[src/rtl/mac_array_drain.sv]
// Result-side reader for the 2x2 MAC array: captures per-lane accumulators,
// clears each MAC, buffers whole frames and streams them as requantized words.
module mac_array_drain #(
  parameter int ACC_W  = 16,
  parameter int N_MACS = 4,
  parameter int OUT_W  = 8,
  parameter int SHIFT  = 0,
  parameter int DEPTH  = 2
) (
  input  logic                    clk,
  input  logic                    rst,
  input  logic signed [ACC_W-1:0] acc_in_0,
  input  logic signed [ACC_W-1:0] acc_in_1,
  input  logic signed [ACC_W-1:0] acc_in_2,
  input  logic signed [ACC_W-1:0] acc_in_3,
  input  logic [N_MACS-1:0]       valid_in,
  output logic [N_MACS-1:0]       clear_out,
  output logic signed [OUT_W-1:0] m_data,
  output logic [1:0]              m_idx,
  output logic                    m_last,
  output logic                    m_valid,
  input  logic                    m_ready,
  output logic                    overflow,
  output logic                    sat_seen,
  output logic                    busy
);

  localparam int PW = (DEPTH > 1) ? $clog2(DEPTH) : 1;
  localparam int CW = $clog2(DEPTH + 1);
  localparam logic signed [ACC_W-1:0] P_QMAX = {{(ACC_W-OUT_W+1){1'b0}}, {(OUT_W-1){1'b1}}};
  localparam logic signed [ACC_W-1:0] P_QMIN = {{(ACC_W-OUT_W+1){1'b1}}, {(OUT_W-1){1'b0}}};

  typedef enum logic {IDLE, SEND} state_t;

  logic signed [ACC_W-1:0] w_acc [N_MACS];
  logic signed [ACC_W-1:0] r_stage [N_MACS];
  logic signed [ACC_W-1:0] r_fifo [DEPTH][N_MACS];
  logic [N_MACS-1:0]       r_held;
  logic [N_MACS-1:0]       r_vinD;
  logic [N_MACS-1:0]       w_heldEff;
  logic [N_MACS-1:0]       w_cap;
  logic [N_MACS-1:0]       w_drop;
  logic [PW-1:0]           r_wrPtr;
  logic [PW-1:0]           r_rdPtr;
  logic [CW-1:0]           r_count;
  logic [CW-1:0]           w_countNext;
  logic                    w_full;
  logic                    w_commit;
  logic                    w_pop;
  state_t                  r_state;
  logic [1:0]              r_idx;
  logic signed [ACC_W-1:0] w_head;
  logic signed [ACC_W-1:0] w_shifted;
  logic                    w_satHi;
  logic                    w_satLo;
  logic signed [OUT_W-1:0] w_q;

  function automatic logic [PW-1:0] nextPtr(input logic [PW-1:0] p);
    return (p == PW'(DEPTH - 1)) ? '0 : p + PW'(1);
  endfunction

  assign w_acc[0] = acc_in_0;
  assign w_acc[1] = acc_in_1;
  assign w_acc[2] = acc_in_2;
  assign w_acc[3] = acc_in_3;

  assign w_full   = (r_count == CW'(DEPTH));
  assign w_pop    = (r_state == SEND) && m_ready && (r_idx == 2'd3);
  assign w_commit = (&r_held) && (!w_full || w_pop);

  // On the commit edge every lane is free again, so a new result lands in the next frame.
  assign w_heldEff = w_commit ? '0 : r_held;
  assign w_cap     = valid_in & ~w_heldEff;
  assign w_drop    = valid_in & ~r_vinD & w_heldEff;

  always_comb begin
    w_countNext = r_count;
    case ({w_commit, w_pop})
      2'b10:   w_countNext = r_count + CW'(1);
      2'b01:   w_countNext = r_count - CW'(1);
      default: w_countNext = r_count;
    endcase
  end

  always_ff @(posedge clk or negedge rst) begin
    if (!rst) begin
      r_held    <= '0;
      r_vinD    <= '0;
      clear_out <= '0;
      overflow  <= 1'b0;
      for (int i = 0; i < N_MACS; i++) r_stage[i] <= '0;
    end else begin
      r_vinD    <= valid_in;
      clear_out <= w_cap;
      r_held    <= w_heldEff | w_cap;
      for (int i = 0; i < N_MACS; i++) begin
        if (w_cap[i]) r_stage[i] <= w_acc[i];
      end
      if (|w_drop) overflow <= 1'b1;
    end
  end

  // Frame storage carries no reset; occupancy is tracked by the pointers and count.
  always_ff @(posedge clk) begin
    if (w_commit) begin
      for (int i = 0; i < N_MACS; i++) r_fifo[r_wrPtr][i] <= r_stage[i];
    end
  end

  always_ff @(posedge clk or negedge rst) begin
    if (!rst) begin
      r_wrPtr <= '0;
      r_rdPtr <= '0;
      r_count <= '0;
    end else begin
      if (w_commit) r_wrPtr <= nextPtr(r_wrPtr);
      if (w_pop)    r_rdPtr <= nextPtr(r_rdPtr);
      r_count <= w_countNext;
    end
  end

  assign w_head    = r_fifo[r_rdPtr][r_idx];
  assign w_shifted = w_head >>> SHIFT;
  assign w_satHi   = (w_shifted > P_QMAX);
  assign w_satLo   = (w_shifted < P_QMIN);
  assign w_q       = w_satHi ? P_QMAX[OUT_W-1:0] :
                     w_satLo ? P_QMIN[OUT_W-1:0] : w_shifted[OUT_W-1:0];

  // IDLE looks at the commit itself so the first beat appears right after the commit edge.
  always_ff @(posedge clk or negedge rst) begin
    if (!rst) begin
      r_state  <= IDLE;
      r_idx    <= 2'd0;
      sat_seen <= 1'b0;
    end else begin
      case (r_state)
        IDLE: begin
          r_idx <= 2'd0;
          if (w_commit || (r_count != '0)) r_state <= SEND;
        end
        SEND: begin
          if (m_ready) begin
            if (w_satHi || w_satLo) sat_seen <= 1'b1;
            if (r_idx != 2'd3) begin
              r_idx <= r_idx + 2'd1;
            end else begin
              r_idx   <= 2'd0;
              r_state <= (w_countNext != '0) ? SEND : IDLE;
            end
          end
        end
        default: r_state <= IDLE;
      endcase
    end
  end

  assign m_valid = (r_state == SEND);
  assign m_data  = m_valid ? w_q : '0;
  assign m_idx   = r_idx;
  assign m_last  = m_valid && (r_idx == 2'd3);
  assign busy    = (|r_held) || (r_count != '0);

endmodule

[config.mk]
export PLATFORM = sky130hd
export DESIGN_NAME = mac_array_drain
export DESIGN_NICKNAME = d
export VERILOG_FILES = /design/src/rtl/mac_array_drain.sv
export SDC_FILE = /design/constraint.sdc
export NUM_CORES = 1
export LEC_CHECK = 0
export ABC_AREA = 1
export BUFFER_PORTS_ARGS = -buffer_cell sky130_fd_sc_hd__buf_2
export CORE_MARGIN = 5
export CORE_UTILIZATION = 44
export CTS_CLUSTER_DIAMETER = 80
export CTS_CLUSTER_SIZE = 25
export DETAILED_ROUTE_END_ITERATION = 8
export PLACE_DENSITY = 0.71
export SYNTH_ARGS = -nofsm -noshare
export SYNTH_HDL_FRONTEND = slang
export SYNTH_SLANG_ARGS = --single-unit
export TNS_END_PERCENT = 1
[constraint.sdc]
create_clock -name clk -period 4.6 [get_ports clk]
set_clock_uncertainty 0.2 [all_clocks]
set_input_delay 0.69 -clock clk [delete_from_list [all_inputs] [get_ports clk]]
set_output_delay 0.69 -clock clk [all_outputs]
set_load 0.005 [all_outputs]
# ---- Word level (Yosys, flattened, before mapping)
# Memory sizes are Yosys's and may differ from the RTL's.
# Index checks and enable logic that the tools add are counted.
# Widths: inputs -> output; s select.
dict set report totals {
  reg_bits 85
  ram_bits 128
  output_inout_bits 19
  mem_count 1
}
# name words word_bits read_ports rd_ports_with_merged_regs write_ports line
set mem_list {}
lappend mem_list {r_fifo 2 64 1 0 1 37} ;# logic signed [ACC_W-1:0] r_fifo [DEPTH][N_MACS];
dict set report op_classes {
  add_sub_neg 5
  order_cmp 3
  eq_ne 6
  n_mux 20
  bitwise_logic 8
  reduce_logical 15
}
# operator count
set ops {}
lappend ops {{$bmux 16 s2} 1}
lappend ops {{$mux 16} 2}
lappend ops {{$mux 8} 3}
lappend ops {{$gt 16x8->1 const B} 1}
lappend ops {{$lt 16x8->1 const B} 1}
lappend ops {{$and 4x4->4} 3}
lappend ops {{$mux 1} 8}
lappend ops {{$not 4->4} 2}
lappend ops {{$pmux 2 s2} 2}
lappend ops {{$reduce_or 4->1} 2}
lappend ops {{$eq 2x2->1 const B} 3}
lappend ops {{$add 2x1->2 const B} 2}
lappend ops {{$logic_and 1x1->1} 4}
lappend ops {{$logic_or 1x1->1} 4}
lappend ops {{$mux 2} 2}
lappend ops {{$mux 4} 1}
lappend ops {{$ne 2x2->1 const B} 2}
lappend ops {{$or 4x4->4} 1}
lappend ops {{$reduce_and 4->1} 1}
lappend ops {{$reduce_bool 2->1} 2}
lappend ops {{$ge 3x3->1 const B} 1}
lappend ops {{$not 2->3} 1}
lappend ops {{$reduce_and 3->1} 1}
lappend ops {{$add 1x1->1 const B} 2}
lappend ops {{other kinds (5)} 5}

# ---- Depth between registers and ports, before layout
dict set report logic_depth {
  depth_word 11
  mapped_depth 15
  mapped_depth_nobuf 14
}

# ---- Worst setup path after synthesis
# Ideal clock, no wire load.
dict set report synth_path {
  path_type {input to register}
  startpoint {input port m_ready}
  endpoint {memory r_fifo[1][0] (netlist bit), enable pin}
  setup_time_ns 0.488
  t_arrival_ns 3.800
  required_time_ns 3.912
  slack_ns 0.112
  cell_stages 6
  cell_sequence {nand2_1 -> inv_2 -> nand2_4 -> nand3b_4 -> nand2_4 -> nor2_1}
}
dict set report synth_between {
  elab_chain_len 6
}
# element line
set synth_lines {}
lappend synth_lines {{start: declaration} 22} ;# input logic m_ready,
lappend synth_lines {{$logic_and 1x1->1 (2 in series)} 68} ;# assign w_pop = (r_state == SEND) && m_ready && (r_idx == 2'd3);
lappend synth_lines {{$logic_or 1x1->1} 69} ;# assign w_commit = (&r_held) && (!w_full || w_pop);
lappend synth_lines {{$logic_and 1x1->1} 69}
lappend synth_lines {{$mux 1} 105} ;# if (w_commit) begin
lappend synth_lines {{$mux 1 (not written as such)} 106} ;# for (int i = 0; i < N_MACS; i++) r_fifo[r_wrPtr][i] <= r_stage[i];
lappend synth_lines {{end: declaration} 37}
# Every way passes these cells.

# ---- Worst setup path in the final report
dict set report layout_path {
  startpoint {register r_idx[1] (netlist: m_idx[1])}
  endpoint {output port m_data[1]}
}
dict set report layout_between {
  elab_chain_len 8
  elab_cells_between_ends 9
}
# element line
set layout_lines {}
lappend layout_lines {{start: declaration} 51} ;# logic [1:0] r_idx;
lappend layout_lines {{start signal: assignment} 145} ;# r_idx <= r_idx + 2'd1;
lappend layout_lines {{$not 2->3 (not written as such) *} 122} ;# assign w_head = r_fifo[r_rdPtr][r_idx];
lappend layout_lines {{$bmux 16 s2 *} 122}
lappend layout_lines {{$mux 16 (not written as such) * (2 in series)} 122}
lappend layout_lines {{$lt 16x8->1} 125} ;# assign w_satLo = (w_shifted < P_QMIN);
lappend layout_lines {{$mux 8} 127} ;# w_satLo ? P_QMIN[OUT_W-1:0] : w_shifted[OUT_W-1:0];
lappend layout_lines {{$mux 8 *} 126} ;# assign w_q = w_satHi ? P_QMAX[OUT_W-1:0] :
lappend layout_lines {{$mux 8 *} 158} ;# assign m_data = m_valid ? w_q : '0;
lappend layout_lines {{end: declaration} 18} ;# output logic signed [OUT_W-1:0] m_data,
# Every way passes the cells marked *; elsewhere a longest branch is shown, timed or not. The select of a mux whose other input is x is not followed.

==> flow_summary.toml <==
[status]
outcome = "finished clean"

[power_and_ir_drop]
power.internal_uw = 4550
combPwrFrac_pct = 36.5
clockPowerShare_pct = 15.9
swShare_pct = 38.8
seqPwrFrac_pct = 47.6
p_leak_uw = 0.00463
ir_worst_vdd_v = 0.000310
powerDensity_nw_per_um2 = 744
p_sw_uw = 2890

[routing]
via_per_inst = 4.90
antenna_left = 0
num_vias = 5933
drt-wirelength-per-cell_um = 16.1
drtPass1Iterations = 5
routed_wl_um = 19400
drc = 0
drt-initial-drc-count = 493

[synth]
synthMuxAreaShare_pct = 0
synth_top_area_share_pct = 42.5
ys_ff_latch = 213
synthAdderAreaFrac_pct = 0.277
yosys.area_share.simple_pct = 22.7
post_synth_instance_area_um2 = 9040
synth_area_leader_cell = "edfxtp_1"
syn_nets = 932
ys_top_cells_by_area = "edfxtp_1 (43%), dfrtp_1 (24%), nand2_1 (13%), inv_1 (2.9%), nand3_1 (2.3%)"
yosysWarnings = 0
syn_inst = 859
yosysSeqAreaShare_pct = 66.1
synth-xor-area-share_pct = 0.291
synth_top_family_by_area = "simple AND/OR/NAND/NOR gates"
syn_area_per_cell_um2 = 10.5
synth_compound_area_share_pct = 3.95
synth.distinct_cells = 38

[clock_network]
cts_resized = 0
clockBufferDepth = 3
cts_tree = "yes"
cts.sinks = 213
ctsRootBufferMaster = "clkbuf_16"
clock_latency_ns = 0.48
cts-htree-levels = 1
path_clk_slew_ns = 0.10
numCtsBuffers = 12
post-cts-setup-buffer-count = 0
hold_buffers = 0

[layout]
nets = 1007
post-route-util_pct = 49.4
syn_to_final_growth_pct = 10.6
diodes = 0
final_common_cell = "nand2_1"
drive_above_1_share_pct = 19.0
final_cell_mix = "nand2_1 (319), edfxtp_1 (128), buf_2 (88), dfrtp_1 (85), inv_1 (70)"
fin_area_um2 = 9990

[timing]
min_period_over_period_pct = 81.5
worst-slew-pin-transition_ns = 0.991
relSlewSlack_pct = 34.0
finalCriticalPeriod_ns = 3.75
grt_setup_unrepaired = "no"
clock.fmax_mhz = 267
slew_violations = 0
tns_ns = 0
setup_ws_ns = 0.853
final-hold-violation-count = 0
setup_viol = 0

[flow_run]
drv_cap = 0

[global_routing]
grt_pass1_vias = 5939
grt_pass1_wl_um = 31400
grt_max_degree = 66
grt_use_total_pct = 16.4
antenna_found_initial = 0
grt_overflow = 0

[floorplanning]
fp.dieW_um = 153
dieHeight_um = 153
rows = 52
pin_count = 90
dieArea_um2 = 23500
core_um2 = 20200
start_util_pct = 44.7

[critical_path]
startpoint = "m_idx[1]"
reg2reg_from = "m_idx[1]"
crit_required_ns = 3.71
path_class = "reg -> out"
critPathArrivalTime_ns = 2.86
path_max_fanout = 27
crit_path_end_kind = "primary output"
start_kind = "register"

[placed_design]
dp_hpwl_um = 12500
portBuffers = 89
dpl_cell_area_um2 = 9610
place.gp.congestion = 0.820
pre_cts_ws_ns = 1.37

[min_path]
hp-class = "in -> async"
==> logic make-up after synthesis <==
family / count (synthesis)
AND/OR/NAND/NOR: 467
AO/OA/AOI/OAI: 57
flip-flops: 213
buffers and inverters: 117
adder cells (fa/ha/maj): 2
XOR/XNOR: 3
==> cell type report <==
class,count,area (um^2)
fillers,1810,10200
flip-flops and latches,213,5970
multi-input cells,529,2480
repair buffers,95,493
clock buffers,18,344
well taps,270,338
inverters,83,333
clock inverters,2,38.8
==> worst paths after layout <==
path | endpoint | slack, ns | cells past startpoint
worst min register to register | r_fifo[1][62] | 0.27 | 0
max in group asynchronous | r_held[3] | 3.23 | 2
worst max register to register | r_fifo[1][7] | 1.40 | 6
worst max-delay path | m_data[1] | 0.85 | 9
min in group clk | r_vinD[2] | 0.18 | 1
worst min-delay path | clear_out[1] | 0.06 | 1
==> cells in the mapped netlist (all sizes together) <==
cell,n
a21boi,6
a21oi,2
buf,32
clkbuf,2
clkinv,1
dfrtp,85
edfxtp,128
ha,2
inv,82
nand2,357
nand3,51
nand3b,3
nand4,2
nor2,50
nor3,1
o21ai,33
o221ai,12
o22ai,2
o31ai,2
or2,3
xnor2,2
xor2,1
==> worst max-delay path, cell delays in order, from the launching register on <==
cell      delay (ns)
dfrtp_1         1.00
inv_2           0.46
nand3_1         0.25
nand2_1         0.07
nand2_1         0.07
nor2_1          0.05
nand2_2         0.17
a21boi_1        0.09
nor2_1          0.08
buf_2           0.12
==> sequential cells by signal (all words and copies together), names as in the netlist <==
signal and flops:
clear_out 4, m_idx 2, m_valid 1, overflow 1, r_count 2, r_fifo 128
r_held 4, r_rdPtr 1, r_stage 64, r_vinD 4, r_wrPtr 1, sat_seen 1
==> power groups by stage <==
| stage | clock network (uW) | registers [uW] | logic [uW] |
|---|---|---|---|
| 2_1_floorplan | 0 | 3420 | 2140 |
| 3_3_place_gp | 0 | 3540 | 2690 |
| 3_5_place_dp | 0 | 3570 | 2730 |
| 4_1_cts | 1210 | 3540 | 2750 |
| 5_1_grt | 1280 | 3630 | 3080 |
| 6_report | 1180 | 3540 | 2720 |
==> routing by layer <==
metal	GRT usage (%)	up-vias	part of all wire [%]
met3	2.35	26	6.3
met2	26.7	189	47
met4	4.29	0	2.1
met5	0	-	0
li1	-	2906	-
met1	23.4	2812	44
==> through the flow <==
step	cells	power (uW)	hold slack (ns)
after global routing	1210	7990	0.118
after detailed placement	1190	6300	0.256
after CTS	1210	7500	0.0965
after floorplan	859	5560	0.194
final	1210	7440	0.0613
after global placement	1190	6230	0.250
No activity file was read; power rests on OpenSTA's default activity.
